File: src/rtl/seg_decode_rx.sv
`default_nettype none
// ============================================================================
// Module      : seg_decode_rx
// Description : Receives two 7-segment digit patterns (tens, then ones) over a
//               valid/ready input handshake. It decodes them to a binary value
//               in the range 0..99 and presents that value on a valid/ready
//               output handshake.
//               An accepted pattern that is not a legal digit produces a
//               one-cycle err pulse and returns the receiver to the
//               tens-digit state.
// Ports       : clk          - sole clock, rising edge
//               rst          - synchronous active-high reset
//               seg_in[6:0]  - segment pattern, bit order gfedcba (bit0 = a)
//               seg_valid    - seg_in carries a pattern this cycle
//               seg_ready    - receiver accepts seg_in this cycle
//               value[6:0]   - decoded value 0..99, kept until overwritten
//               value_valid  - value pending, held until taken
//               value_ready  - consumer takes value
//               err          - one-cycle pulse after an illegal accepted pattern
//               err_count    - saturating count of err pulses (only when
//                              SEG_DECODE_ERRCNT_EN is defined)
// Options     : SEG_DECODE_ERRCNT_EN - adds the err_count port and counter
// Revision    : 1.0 - initial release
// ============================================================================
module seg_decode_rx (
    input  logic       clk,
    input  logic       rst,
    input  logic [6:0] seg_in,
    input  logic       seg_valid,
    output logic       seg_ready,
    output logic [6:0] value,
    output logic       value_valid,
    input  logic       value_ready,
    output logic       err
`ifdef SEG_DECODE_ERRCNT_EN
    ,
    output logic [7:0] err_count
`endif
);

    typedef enum logic [1:0] {
        ST_TENS = 2'd0,
        ST_ONES = 2'd1,
        ST_HOLD = 2'd2
    } state_t;

    state_t     r_state;
    logic [3:0] r_tens;
    logic [6:0] r_value;
    logic       r_value_valid;
    logic       r_seg_ready;
    logic       r_err;

    logic       w_legal;
    logic [3:0] w_digit;
    logic       w_xfer;
    logic       w_take;
    logic       w_err_set;
    logic [6:0] w_sum;

    // Pattern decoder: anything outside the ten digit shapes is illegal.
    always_comb begin
        w_legal = 1'b1;
        w_digit = 4'd0;
        case (seg_in)
            7'b0111111: w_digit = 4'd0;
            7'b0000110: w_digit = 4'd1;
            7'b1011011: w_digit = 4'd2;
            7'b1001111: w_digit = 4'd3;
            7'b1100110: w_digit = 4'd4;
            7'b1101101: w_digit = 4'd5;
            7'b1111101: w_digit = 4'd6;
            7'b0000111: w_digit = 4'd7;
            7'b1111111: w_digit = 4'd8;
            7'b1101111: w_digit = 4'd9;
            default: begin
                w_legal = 1'b0;
                w_digit = 4'd0;
            end
        endcase
    end

    // seg_ready is only high in TENS/ONES, so an accepted illegal pattern
    // always maps to an err pulse regardless of which digit was expected.
    assign w_xfer    = seg_valid & r_seg_ready;
    assign w_take    = r_value_valid & value_ready;
    assign w_err_set = w_xfer & ~w_legal;
    assign w_sum     = ({3'b000, r_tens} * 7'd10) + {3'b000, w_digit};

    always_ff @(posedge clk) begin
        if (rst) begin
            r_state       <= ST_TENS;
            r_tens        <= 4'd0;
            r_value       <= 7'd0;
            r_value_valid <= 1'b0;
            r_seg_ready   <= 1'b1;
            r_err         <= 1'b0;
        end else begin
            r_err <= w_err_set;
            case (r_state)
                ST_TENS: begin
                    if (w_xfer && w_legal) begin
                        r_tens  <= w_digit;
                        r_state <= ST_ONES;
                    end
                end
                ST_ONES: begin
                    if (w_xfer) begin
                        if (w_legal) begin
                            r_value       <= w_sum;
                            r_value_valid <= 1'b1;
                            r_seg_ready   <= 1'b0;
                            r_state       <= ST_HOLD;
                        end else begin
                            // Illegal ones digit abandons the partial number.
                            r_tens  <= 4'd0;
                            r_state <= ST_TENS;
                        end
                    end
                end
                ST_HOLD: begin
                    // seg_ready reopens one cycle after the take: no
                    // same-cycle pass-through of a new digit.
                    if (w_take) begin
                        r_value_valid <= 1'b0;
                        r_seg_ready   <= 1'b1;
                        r_state       <= ST_TENS;
                    end
                end
                default: begin
                    r_value_valid <= 1'b0;
                    r_seg_ready   <= 1'b1;
                    r_state       <= ST_TENS;
                end
            endcase
        end
    end

    assign seg_ready   = r_seg_ready;
    assign value       = r_value;
    assign value_valid = r_value_valid;
    assign err         = r_err;

`ifdef SEG_DECODE_ERRCNT_EN
    logic [7:0] r_err_count;

    // Counts on the same edge that raises err; sticks at 255.
    always_ff @(posedge clk) begin
        if (rst) begin
            r_err_count <= 8'd0;
        end else if (w_err_set && (r_err_count != 8'hFF)) begin
            r_err_count <= r_err_count + 8'd1;
        end
    end

    assign err_count = r_err_count;
`endif

endmodule
`default_nettype wire

File: config.mk
export PLATFORM = sky130hd
export DESIGN_NAME = seg_decode_rx
export DESIGN_NICKNAME = d
export VERILOG_FILES = /design/src/rtl/seg_decode_rx.sv
export SDC_FILE = /design/constraint.sdc
export NUM_CORES = 1
export LEC_CHECK = 0
export BUFFER_PORTS_ARGS = -buffer_cell sky130_fd_sc_hd__buf_2
export CAP_MARGIN = 30
export CELL_PAD_IN_SITES_DETAIL_PLACEMENT = 1
export CELL_PAD_IN_SITES_GLOBAL_PLACEMENT = 1
export CORE_MARGIN = 10
export CORE_UTILIZATION = 30
export DETAILED_ROUTE_END_ITERATION = 16
export GPL_ROUTABILITY_DRIVEN = 1
export PLACE_DENSITY = 0.65
export SKIP_LAST_GASP = 1
export SLEW_MARGIN = 40
export SYNTH_ARGS = -nofsm -noshare
export SYNTH_HDL_FRONTEND = slang
export SYNTH_SLANG_ARGS = --single-unit
File: constraint.sdc
create_clock -name clk -period 3.7 [get_ports clk]
set_input_delay 0.555 -clock clk [delete_from_list [all_inputs] [get_ports clk]]
set_output_delay 0.555 -clock clk [all_outputs]
set_load 0.02 [all_outputs]
Yosys cells after proc, flatten, opt, wreduce, memory -nomap -nowiden
Index checks and enable logic that the tools add are counted.
{ "totals": {"out_inout_bits": 10, "elab_cells": 57, "ramBits": 0, "regBits": 16, "romBits": 0, "latch_bits": 0, "inputBits": 11, "n_memories": 0} }
{ "op_classes": {"add_sub_neg": 1, "shifts": 0, "muxes": 19, "eq_ne": 17, "bitwise": 5, "n_reduce_logical": 8, "n_mul": 1, "n_div": 0, "n_lt_le_gt_ge": 0} }
{ "ops": {"columns": ["operator", "n"], "rows": [
  ["$eq 7x7->1 const B", 7],
  ["$pmux 4 s9", 1],
  ["$eq 7x3->1 const B", 2],
  ["$mux 4", 3],
  ["$ne 2x2->1 const B", 5],
  ["$reduce_or 10->1", 1],
  ["$mux 2", 4],
  ["$pmux 4 s2", 1],
  ["$reduce_and 4->1", 2],
  ["$add 7x4->7", 1],
  ["$eq 7x6->1 const B", 1],
  ["$mux 1", 7],
  ["$mul 4x3->6 const B", 1],
  ["$pmux 1 s3", 2],
  ["$pmux 2 s3", 1],
  ["$reduce_and 3->1", 2],
  ["$and 1x1->1", 3],
  ["$eq 2x1->1 const B", 1],
  ["$eq 2x2->1 const B", 1],
  ["$logic_not 2->1", 1],
  ["$not 1->1", 2],
  ["$reduce_bool 2->1", 1],
  ["$logic_and 1x1->1", 1]
]} }

Longest topological paths before layout
Gate-level depths: netlist of the first run.
{ "logic_depth": {"depth_word": 6, "depth_mapped": 14, "ltp_nobuf": 12} }

Least setup slack after synthesis of the first run
No wires, ideal clock.
{ "synth_path": {"kind": "input port to flip-flop", "start": "input seg_in[5]", "end": "register r_value[5], in the netlist value[5]", "stages": 14, "setup_time_ns": 0.132, "setup_slack_ns": 0.963, "t_arrival_ns": 2.605, "path_buffers": 2, "required_ns": 3.568, "path_cell_list": "buf_6 > nor4b_2 > nand3_1 > o21a_1 > buf_6 > inv_4 > ha_1 > inv_1 > fa_1 > nor2b_1 > o21ai_0 > xnor2_1 > a211oi_1 > a211oi_2"} }
{ "synth_via": {"elab_chain_cells": 4, "word_cells_on_any_way": 15, "classes_between": "add/sub: 1; eq/ne: 10; mux: 2; reduce/logical: 2"} }
{ "synth_rtl": {"columns": ["element", "line_no", "source"], "rows": [
  ["start, declared", "28", "input logic [6:0] seg_in,"],
  ["parallel branches: the longest is 4 deep, another holds $add 7x4->7", null, null],
  ["end signal, assigned", "110", "r_value <= w_sum;"],
  ["end, declared", "49", "logic [6:0] r_value;"]
]} }
Several ways; the timed one is not identified.
A chain may end at the register's enable or synchronous reset.

Final worst setup path of the first run
Same ends and word-level chain as after synthesis.

==> summary.md, run 1 <==
| Metric | Value |
|---|---|
| ANT cells | 0 |
| Synth area leader | dfxtp_1 |
| Fin nets | 176 |
| Reg2Reg Depth | 7 |
| Ys flop type | dfxtp_1 |
| Vias per inst | 5.26 |
| Clk Latency, worst-skew pair | 260 ps |
| Vias in the first global route | 1,147 |
| Clock power share | 0.420 |
| Sw Share | 0.257 |
| R2r setup slk | 1430 ps |
| DRT iter0 DRCs | 101 |
| Synth async-reset ratio | 0 |
| CTS hold repair buffers | 0 |
| Area growth syn-to-layout | 13.5% |
| Worst vdd ir | 97.4 uV |
| Internal power | 0.000285 W |
| Final Util | 0.355 |
| Layout cells sized above 1 | 0.250 |
| Outcome | finished, final reports clean |
| Clock Skew | 7.07 ps |
| Flip-flop and latch area | 320 um^2 |
| Via count | 1,084 |
| Post-DP HPWL | 2660 um |
| CP Launch Type | input pin |
| Initial antenna violation count | 0 |
| Sequential fraction of design power | 0.455 |
| Crit path DAT | 3100 ps |
| Drt wl/cell | 16.2 um |
| Remaining global-route overflow | 0 |
| Reg-to-Reg End | value[6] |
| Final hold violations | 0 |
| Routability congestion estimate | 0.772 |
| Placed cell area | 1380 um^2 |
| Initial core utilization | 0.313 |
| Max Slew Vio Count | 0 |
| Mapped Nets | 158 |
| RSZ-0062 raised after global routing | no |
| # setup viols final | 0 |
| Crit path max fanout | 10 |
| Residual DRC | 0 |
| Sw Pwr | 0.0000985 W |
| Crit share post-route | 0.802 |
| Logic pwr share | 0.125 |
| Die height | 84.8 um |
| CTS H-tree lvls | 1 |
| Post-route design area | 1430 um^2 |
| WS Path Type | input pin to flip-flop |
| Maxcap violations | 0 |
| Die area | 7190 um^2 |
| Io pins | 21 |
| Worst slew margin | 0.633 |
| First-pass GRT wire length | 5730 um |
| Clock transition at path regs | 60 ps |
| Worst hold path class | flip-flop to flip-flop |
| Post-CTS setup repair buffer count | 0 |
| Min-Delay Endpoint | value[0] |
| Post-synth EDFFs | 0 |
| Crit path time final | 2970 ps |
| YS warnings | 0 |
| Multi-input combinational cell area | 856 um^2 |
| FF-to-FF Start | r_tens[1] |
| Drt pass-1 iters | 4 |
| Maximum clock frequency | 337 MHz |
| Post-CTS Resized | 0 |
| Core ar. | 4030 um^2 |
| Worst Setup End Kind | flip-flop |
| Mean Syn Cell Area | 9.06 um^2 |
| Sequential share of the synthesized area | 0.254 |
| Final setup TNS | 0 ps |
| Yosys top cell area share | 0.254 |
| Hold path start | value[0] |
| Die W | 84.8 um |
| Post-Syn Instances | 139 |
| Largest net degree at the start of global routing | 16 |
| Pwr Density | 268 nW/um^2 |
| Worst Path Required | 3830 ps |
| Syn Std Cell Area | 1260 um^2 |
| Post-route ant nets | 0 |
| Pleak | 0.646 nW |
| Routed WL | 3340 um |
| CTS tree | done |
| Post-synth cell types | 50 |
| Clock buffer count from CTS | 3 |
| Hold path depth | 2 |
| IO Port Bufs | 20 |
| Least-Margin Pin Slew | 550 ps |
| # fillers | 496 |
| Root buf cell | clkbuf_8 |
| GRT Util Overall | 0.0951 |
| Clock Path Buffers | 2 |
| #FFs+latches synth | 16 |
| # rows | 23 |
| Top post-synthesis cells by area | dfxtp_1, ha_1, nand2_1, mux2i_1, xnor2_1 |
| Sink Count | 16 |
[cell usage after synthesis, drive strengths merged, types with 3 or more instances]
| master | instances |
|---|---|
| a211oi | 4 |
| a21oi | 5 |
| and2 | 3 |
| and4b | 3 |
| buf | 5 |
| dfxtp | 16 |
| ha | 6 |
| inv | 9 |
| mux2i | 6 |
| nand2 | 18 |
| nand3 | 3 |
| nor2 | 6 |
| nor2b | 3 |
| nor3 | 7 |
| o21a | 3 |
| o21ai | 8 |
| xnor2 | 5 |
[power by group through the flow]
stage               Clock (W)  Sequential [W]  Combinational [W]
finish               0.000161        0.000174          0.0000480
global route         0.000169        0.000174          0.0000536
CTS                  0.000164        0.000174          0.0000483
detailed placement          0        0.000178          0.0000484
global placement            0        0.000178          0.0000454
floorplan                   0        0.000179          0.0000337
[state kept, by name, summed over array words and instances (netlist names)]
name and flops:
r_state 2, r_tens 4, value_valid 1, err 1, value 7, seg_ready 1
[cell type report]
type / instances / area share
flip-flops and latches: 16 / 0.224
inverters: 9 / 0.0254
well taps: 50 / 0.0437
multi-input cells: 107 / 0.598
clock buffers: 4 / 0.0385
repair buffers: 20 / 0.0700
[metal layers]
| layer | vias up | wire length (um) | GRT usage |
|---|---|---|---|
| met5 | - | 0 | 0 |
| met4 | 0 | 58 | 0.0404 |
| met3 | 5 | 92 | 0.0116 |
| met2 | 13 | 1730 | 0.173 |
| met1 | 527 | 1460 | 0.108 |
| li1 | 539 | - | - |
[metrics by stage]
step | cells | hold slack [ps] | worst slack, ps | power [W]
floorplan | 139 | 481 | 963 | 0.000213
detailed placement | 202 | 462 | 469 | 0.000227
global placement | 202 | 443 | 612 | 0.000224
CTS | 206 | 471 | 720 | 0.000386
global route | 206 | 490 | 490 | 0.000397
finish | 206 | 466 | 733 | 0.000383
[cell families (layout without fill, tap and decap cells)]
| family | after synthesis | in the layout | synth area share |
|---|---|---|---|
| XOR/XNOR | 5 | 5 | 0.0348 |
| multiplexers | 8 | 8 | 0.0655 |
| AND/OR/NAND/NOR | 51 | 51 | 0.247 |
| AO/OA/AOI/OAI | 35 | 35 | 0.240 |
| buffers and inverters | 16 | 33 | 0.0665 |
| flip-flops | 16 | 16 | 0.254 |
| adder cells (fa/ha/maj) | 8 | 8 | 0.0914 |
[critical path, cell delays in order]
cell and delay (ps):
buf_2 160, nor4b_2 340, nand3_1 120, o21a_1 280, inv_4 160, ha_1 210
inv_1 70, fa_1 410, nor2b_1 140, o21ai_0 110, xnor2_1 160, a211oi_1 300
a211oi_2 80
[worst max path at each step]
stage | to | slack [ps] | depth (start not counted) | startpoint
2_1_floorplan | value[5] | 960 | 14 | seg_in[5]
3_5_place_dp | value[5] | 470 | 13 | seg_in[5]
5_1_grt | value[5] | 490 | 13 | seg_in[5]
4_1_cts | value[5] | 720 | 13 | seg_in[5]
6_report | value[5] | 730 | 13 | seg_in[5]
3_3_place_gp | value[5] | 610 | 13 | seg_in[5]
[placed cells by master (no fill, tap or decap), types with 4 or more instances in the layout]
master     n
dfxtp_1   16
ha_1       6
mux2i_1    6
o21ai_0    6
inv_1      8
xnor2_1    5
clkbuf_8   4
nand2_1   18
buf_2     20
a21oi_1    4
nor2_1     5
nor3_1     4
Power figures use the tool's default switching activity.
==> inputs of run 2 (changes only) <==
--- a/config.mk
+++ b/config.mk
@@ -13,7 +13,7 @@
 export CORE_UTILIZATION = 30
 export DETAILED_ROUTE_END_ITERATION = 16
 export GPL_ROUTABILITY_DRIVEN = 1
-export PLACE_DENSITY = 0.65
+export PLACE_DENSITY = 0.68
 export SKIP_LAST_GASP = 1
 export SLEW_MARGIN = 40
 export SYNTH_ARGS = -nofsm -noshare
==> constraint.sdc (replaced) <==
create_clock -name clk -period 2.66 [get_ports clk]
set_input_delay 0.399 -clock clk [delete_from_list [all_inputs] [get_ports clk]]
set_output_delay 0.399 -clock clk [all_outputs]
set_load 0.02 [all_outputs]
==> summary.md, run 2 (same netlist as run 1, synthesis figures left out) <==
| Metric | Value |
|---|---|
| Worst Setup End Kind | flip-flop |
| Remaining global-route overflow | 0 |
| IO Port Bufs | 20 |
| Pleak | 0.666 nW |
| Reg2Reg Depth | 7 |
| Min-Delay Endpoint | value[1] |
| CTS hold repair buffers | 0 |
| Die area | 7190 um^2 |
| CP Launch Type | input pin |
| Clock Skew | 1.41 ps |
| Least-Margin Pin Slew | 500 ps |
| CTS tree | done |
| DRT iter0 DRCs | 83 |
| Maxcap violations | 0 |
| Max reg flops | 7 |
| Crit path cell chain | buf_2, nor4b_2, nand3_1, o21a_1, inv_4, ha_1, inv_1, fa_1, nor2b_1, o21ai_0, xnor2_1, a211oi_1, a211oi_2 |
| Worst setup margin | 225 ps |
| Maximum clock frequency | 411 MHz |
| Final Non-Filler Cells | 210 |
| Dpl cells | 206 |
| Max incr delay on CP | 390 ps |
| Fin nets | 180 |
| Post-route ant nets | 0 |
| FF-to-FF Start | r_tens[1] |
| Worst Path Required | 2790 ps |
| Reg-to-Reg End | value[6] |
| Post-CTS Resized | 0 |
| Crit share post-route | 0.916 |
| Initial antenna violation count | 0 |
| Post-CTS setup repair buffer count | 0 |
| CP max stage cell | fa_1 |
| Vias per inst | 5.21 |
| Final hold violations | 0 |
| # rows | 23 |
| Area growth syn-to-layout | 15.9% |
| Crit path time final | 2440 ps |
| Crit path DAT | 2570 ps |
| Pre-CTS WS | -49.0 ps |
| ANT cells | 0 |
| Die height | 84.8 um |
| Initial core utilization | 0.313 |
| Clock buffer count from CTS | 3 |
| Max Slew Vio Count | 0 |
| First-pass GRT wire length | 5880 um |
| GRT Util Overall | 0.0968 |
| WS Path Type | input pin to flip-flop |
| Worst slew margin | 0.667 |
| Outcome | finished, final reports clean |
| Placed cell area | 1410 um^2 |
| Highest-count cells in the layout ignoring fill and taps | buf_2, nand2_1, dfxtp_1, inv_1 |
| Hold path depth | 2 |
| Io pins | 21 |
| Final setup TNS | 0 ps |
| Core ar. | 4030 um^2 |
| Pwr Density | 362 nW/um^2 |
| # fillers | 513 |
| CTS H-tree lvls | 1 |
| Post-DP HPWL | 2730 um |
| Via count | 1,094 |
| Hold path start | value[1] |
| Post-route design area | 1460 um^2 |
| Vias in the first global route | 1,209 |
| Root buf cell | clkbuf_8 |
| Die W | 84.8 um |
| Worst hold path class | flip-flop to flip-flop |
| Worst vdd ir | 135 uV |
| Most common cell after layout, fill and taps aside | buf_2 |
| Layout cells sized above 1 | 0.269 |
| Routed WL | 3390 um |
| Clock Path Buffers | 2 |
| Clk Latency, worst-skew pair | 250 ps |
| Clock transition at path regs | 60 ps |
| RSZ-0062 raised after global routing | no |
| Drt pass-1 iters | 4 |
| Sink Count | 16 |
| Largest net degree at the start of global routing | 16 |
| Residual DRC | 0 |
| # setup viols final | 0 |
| Drt wl/cell | 16.2 um |
| Crit path max fanout | 10 |
| R2r setup slk | 260 ps |
| Routability congestion estimate | 0.758 |
## run 2: routing by layer
metal  GRT usage  part of all wire  wire (um)  vias to the layer above
met3      0.0174             0.017         58                        2
met2       0.183              0.54       1840                       10
li1            -                 -          -                      547
met4      0.0344             0.011         38                        0
met1       0.103              0.43       1460                      535
met5           0                 0          0                        -
## run 2: worst max path at each step
stage	slack, ps	from	end
after floorplan	80	seg_in[5]	value[5]
final	220	seg_in[5]	value[5]
after global placement	90	seg_in[5]	value[6]
after detailed placement	-50	seg_in[5]	value[5]
after global routing	40	seg_in[5]	value[5]
after CTS	220	seg_in[5]	value[5]
## run 2: where the power goes
part	internal [W]	switching [W]	leakage (nW)
clock	0.000131	0.0000860	0.0288
sequential	0.000241	0.00000146	0.129
combinational	0.0000249	0.0000441	0.508
## run 2: final cells by class
class | count | area (um^2) | area share
clock buffer | 4 | 55.1 | 0.0377
inverter | 9 | 36.3 | 0.0249
multi-input combinational | 107 | 856 | 0.586
sequential | 16 | 320 | 0.219
tap | 50 | 62.6 | 0.0428
timing repair buffer | 24 | 130 | 0.0891
## run 2: worst max-delay path, delay by kind of cell
| kind | cells | cell delay, ps |
|---|---|---|
| fa+ha+maj | 2 | 580 |
| simple gates | 3 | 540 |
| compound gates | 4 | 620 |
| xor+xnor | 1 | 140 |
| buf+inv | 3 | 280 |
## run 2: per-stage QoR
step                      power, W  hold slack (ps)   util
after floorplan           0.000296              481      -
after global placement    0.000313              443  0.349
after detailed placement  0.000317              458  0.349
after CTS                 0.000539              468  0.362
after global routing      0.000562              483  0.362
final                     0.000529              461  0.362
==> inputs of run 3 (changes only) <==
--- a/config.mk
+++ b/config.mk
@@ -5,15 +5,15 @@
 export SDC_FILE = /design/constraint.sdc
 export NUM_CORES = 1
 export LEC_CHECK = 0
-export BUFFER_PORTS_ARGS = -buffer_cell sky130_fd_sc_hd__buf_2
 export CAP_MARGIN = 30
 export CELL_PAD_IN_SITES_DETAIL_PLACEMENT = 1
 export CELL_PAD_IN_SITES_GLOBAL_PLACEMENT = 1
 export CORE_MARGIN = 10
 export CORE_UTILIZATION = 30
 export DETAILED_ROUTE_END_ITERATION = 16
+export DONT_BUFFER_PORTS = 1
 export GPL_ROUTABILITY_DRIVEN = 1
-export PLACE_DENSITY = 0.68
+export PLACE_DENSITY = 0.6
 export SKIP_LAST_GASP = 1
 export SLEW_MARGIN = 40
 export SYNTH_ARGS = -nofsm -noshare
==> constraint.sdc (replaced) <==
create_clock -name clk -period 3 [get_ports clk]
set_input_delay 0.45 -clock clk [delete_from_list [all_inputs] [get_ports clk]]
set_output_delay 0.45 -clock clk [all_outputs]
set_load 0.02 [all_outputs]
==> summary.md, run 3 (same netlist as run 1, synthesis figures left out) <==
| Metric | Value |
|---|---|
| FF-to-FF Start | r_tens[3] |
| CTS H-tree lvls | 1 |
| Worst hold path class | input pin to flip-flop |
| Crit share post-route | 0.794 |
| Logic pwr share | 0.086 |
| Worst Setup End Kind | flip-flop |
| CP Launch Point | r_tens[3] |
| Max Slew Vio Count | 0 |
| Post-CTS Resized | 0 |
| Clk Latency, worst-skew pair | 250 ps |
| Vias in the first global route | 1,056 |
| Most common cell after layout, fill and taps aside | nand2_1 |
| Crit path DAT | 2580 ps |
| Pwr Density | 333 nW/um^2 |
| Core ar. | 4030 um^2 |
| Clock Skew | 1.18 ps |
| Maximum clock frequency | 420 MHz |
| ANT cells | 0 |
| Sw Share | 0.229 |
| Initial antenna violation count | 0 |
| First-pass GRT wire length | 5510 um |
| Via count | 1,022 |
| Clock Path Buffers | 2 |
| Crit path time final | 2380 ps |
| Sink Count | 16 |
| Post-CTS setup repair buffer count | 0 |
| Total power | 0.000451 W |
| Max reg flops | 7 |
| Highest-count cells in the layout ignoring fill and taps | nand2_1, dfxtp_1, inv_1 |
| Root buf cell | clkbuf_8 |
| Least-Margin Pin Slew | 497 ps |
| Pre-CTS WS | 351 ps |
| Routability congestion estimate | 0.811 |
| Clock power share | 0.433 |
| WS Path Type | flip-flop to flip-flop |
| Clock buffer count from CTS | 3 |
| Final hold violations | 0 |
| Outcome | finished, final reports clean |
| Remaining global-route overflow | 0 |
| Vias per inst | 5.41 |
| Hold path start | rst |
| Final setup TNS | 0 ps |
| Fin nets | 159 |
| Die height | 84.8 um |
| Routed WL | 3190 um |
| Initial core utilization | 0.313 |
| Post-DP HPWL | 2580 um |
| # rows | 23 |
| Die W | 84.8 um |
| Layout cells sized above 1 | 0.158 |
| DRT iter0 DRCs | 51 |
| Pleak | 0.570 nW |
| Largest net degree at the start of global routing | 16 |
| # setup viols final | 0 |
| Worst Path Required | 3200 ps |
| CTS hold repair buffers | 0 |
| Sw Pwr | 0.000103 W |
| Crit path max fanout | 4 |
| Clock transition at path regs | 70 ps |
| Drt pass-1 iters | 4 |
| Drt wl/cell | 16.9 um |
| Die area | 7190 um^2 |
| Worst setup margin | 619 ps |
| CP Launch Type | flip-flop |
| Area growth syn-to-layout | 7.35% |
| IO Port Bufs | 0 |
| GRT Util Overall | 0.0897 |
| Worst slew margin | 0.668 |
| Sequential fraction of design power | 0.480 |
| Internal power | 0.000347 W |
| Post-route ant nets | 0 |
| RSZ-0062 raised after global routing | no |
| Worst vdd ir | 110 uV |
| CTS tree | done |
| Residual DRC | 0 |
| Maxcap violations | 0 |
| Io pins | 21 |
==> run 3: cell types whose count changed in the layout (fill, tap and decap cells not counted) <==
| cell | delta |
|---|---|
| buf_2 | -20 |
| buf_4 | -1 |
==> run 3: area by class of cell <==
type	count	area (um^2)
multi-input cells	107	856
clock buffers	4	55.1
inverters	9	36.3
repair buffers	3	22.5
well taps	50	62.6
flip-flops and latches	16	320
fillers	488	2680
==> run 3: final timing paths <==
| kind | end | slack [ps] | cells after the start |
|---|---|---|---|
| min | value[5] | 260 | 1 |
| max reg2reg | value[6] | 620 | 7 |
| min reg2reg | r_state[1] | 540 | 2 |
| max | value[6] | 620 | 7 |
==> run 3: metal layers <==
layer / vias to the layer above / part of all wire / GRT usage
met4: 0 / 0.019 / 0.0419
met1: 497 / 0.43 / 0.103
met2: 16 / 0.51 / 0.157
met3: 6 / 0.037 / 0.0145
met5: - / 0 / 0
li1: 503 / - / -
==> run 3: power by group through the flow <==
stage               registers (W)  logic [W]  clock network (W)
floorplan                0.000221  0.0000415                  0
detailed placement       0.000221  0.0000392                  0
finish                   0.000216  0.0000389           0.000195
CTS                      0.000216  0.0000393           0.000203
global placement         0.000221  0.0000379                  0
global route             0.000217  0.0000436           0.000208
==> run 3: critical path: stages, from the launching register on <==
cell       delay, ps
dfxtp_1          420
ha_1             270
ha_1             210
fa_1             530
o2111ai_1        140
xnor2_1          160
a2111oi_1        440
a31o_1           150
==> run 3: stage by stage <==
| stage | instances | util | hold slack, ps | area, um^2 |
|---|---|---|---|---|
| 2_1_floorplan | 139 | - | 481 | 1260 |
| 3_5_place_dp | 185 | 0.322 | 519 | 1300 |
| 6_report | 189 | 0.336 | 255 | 1350 |
| 4_1_cts | 189 | 0.336 | 248 | 1350 |
| 3_3_place_gp | 185 | 0.322 | 508 | 1300 |
| 5_1_grt | 189 | 0.336 | 252 | 1350 |
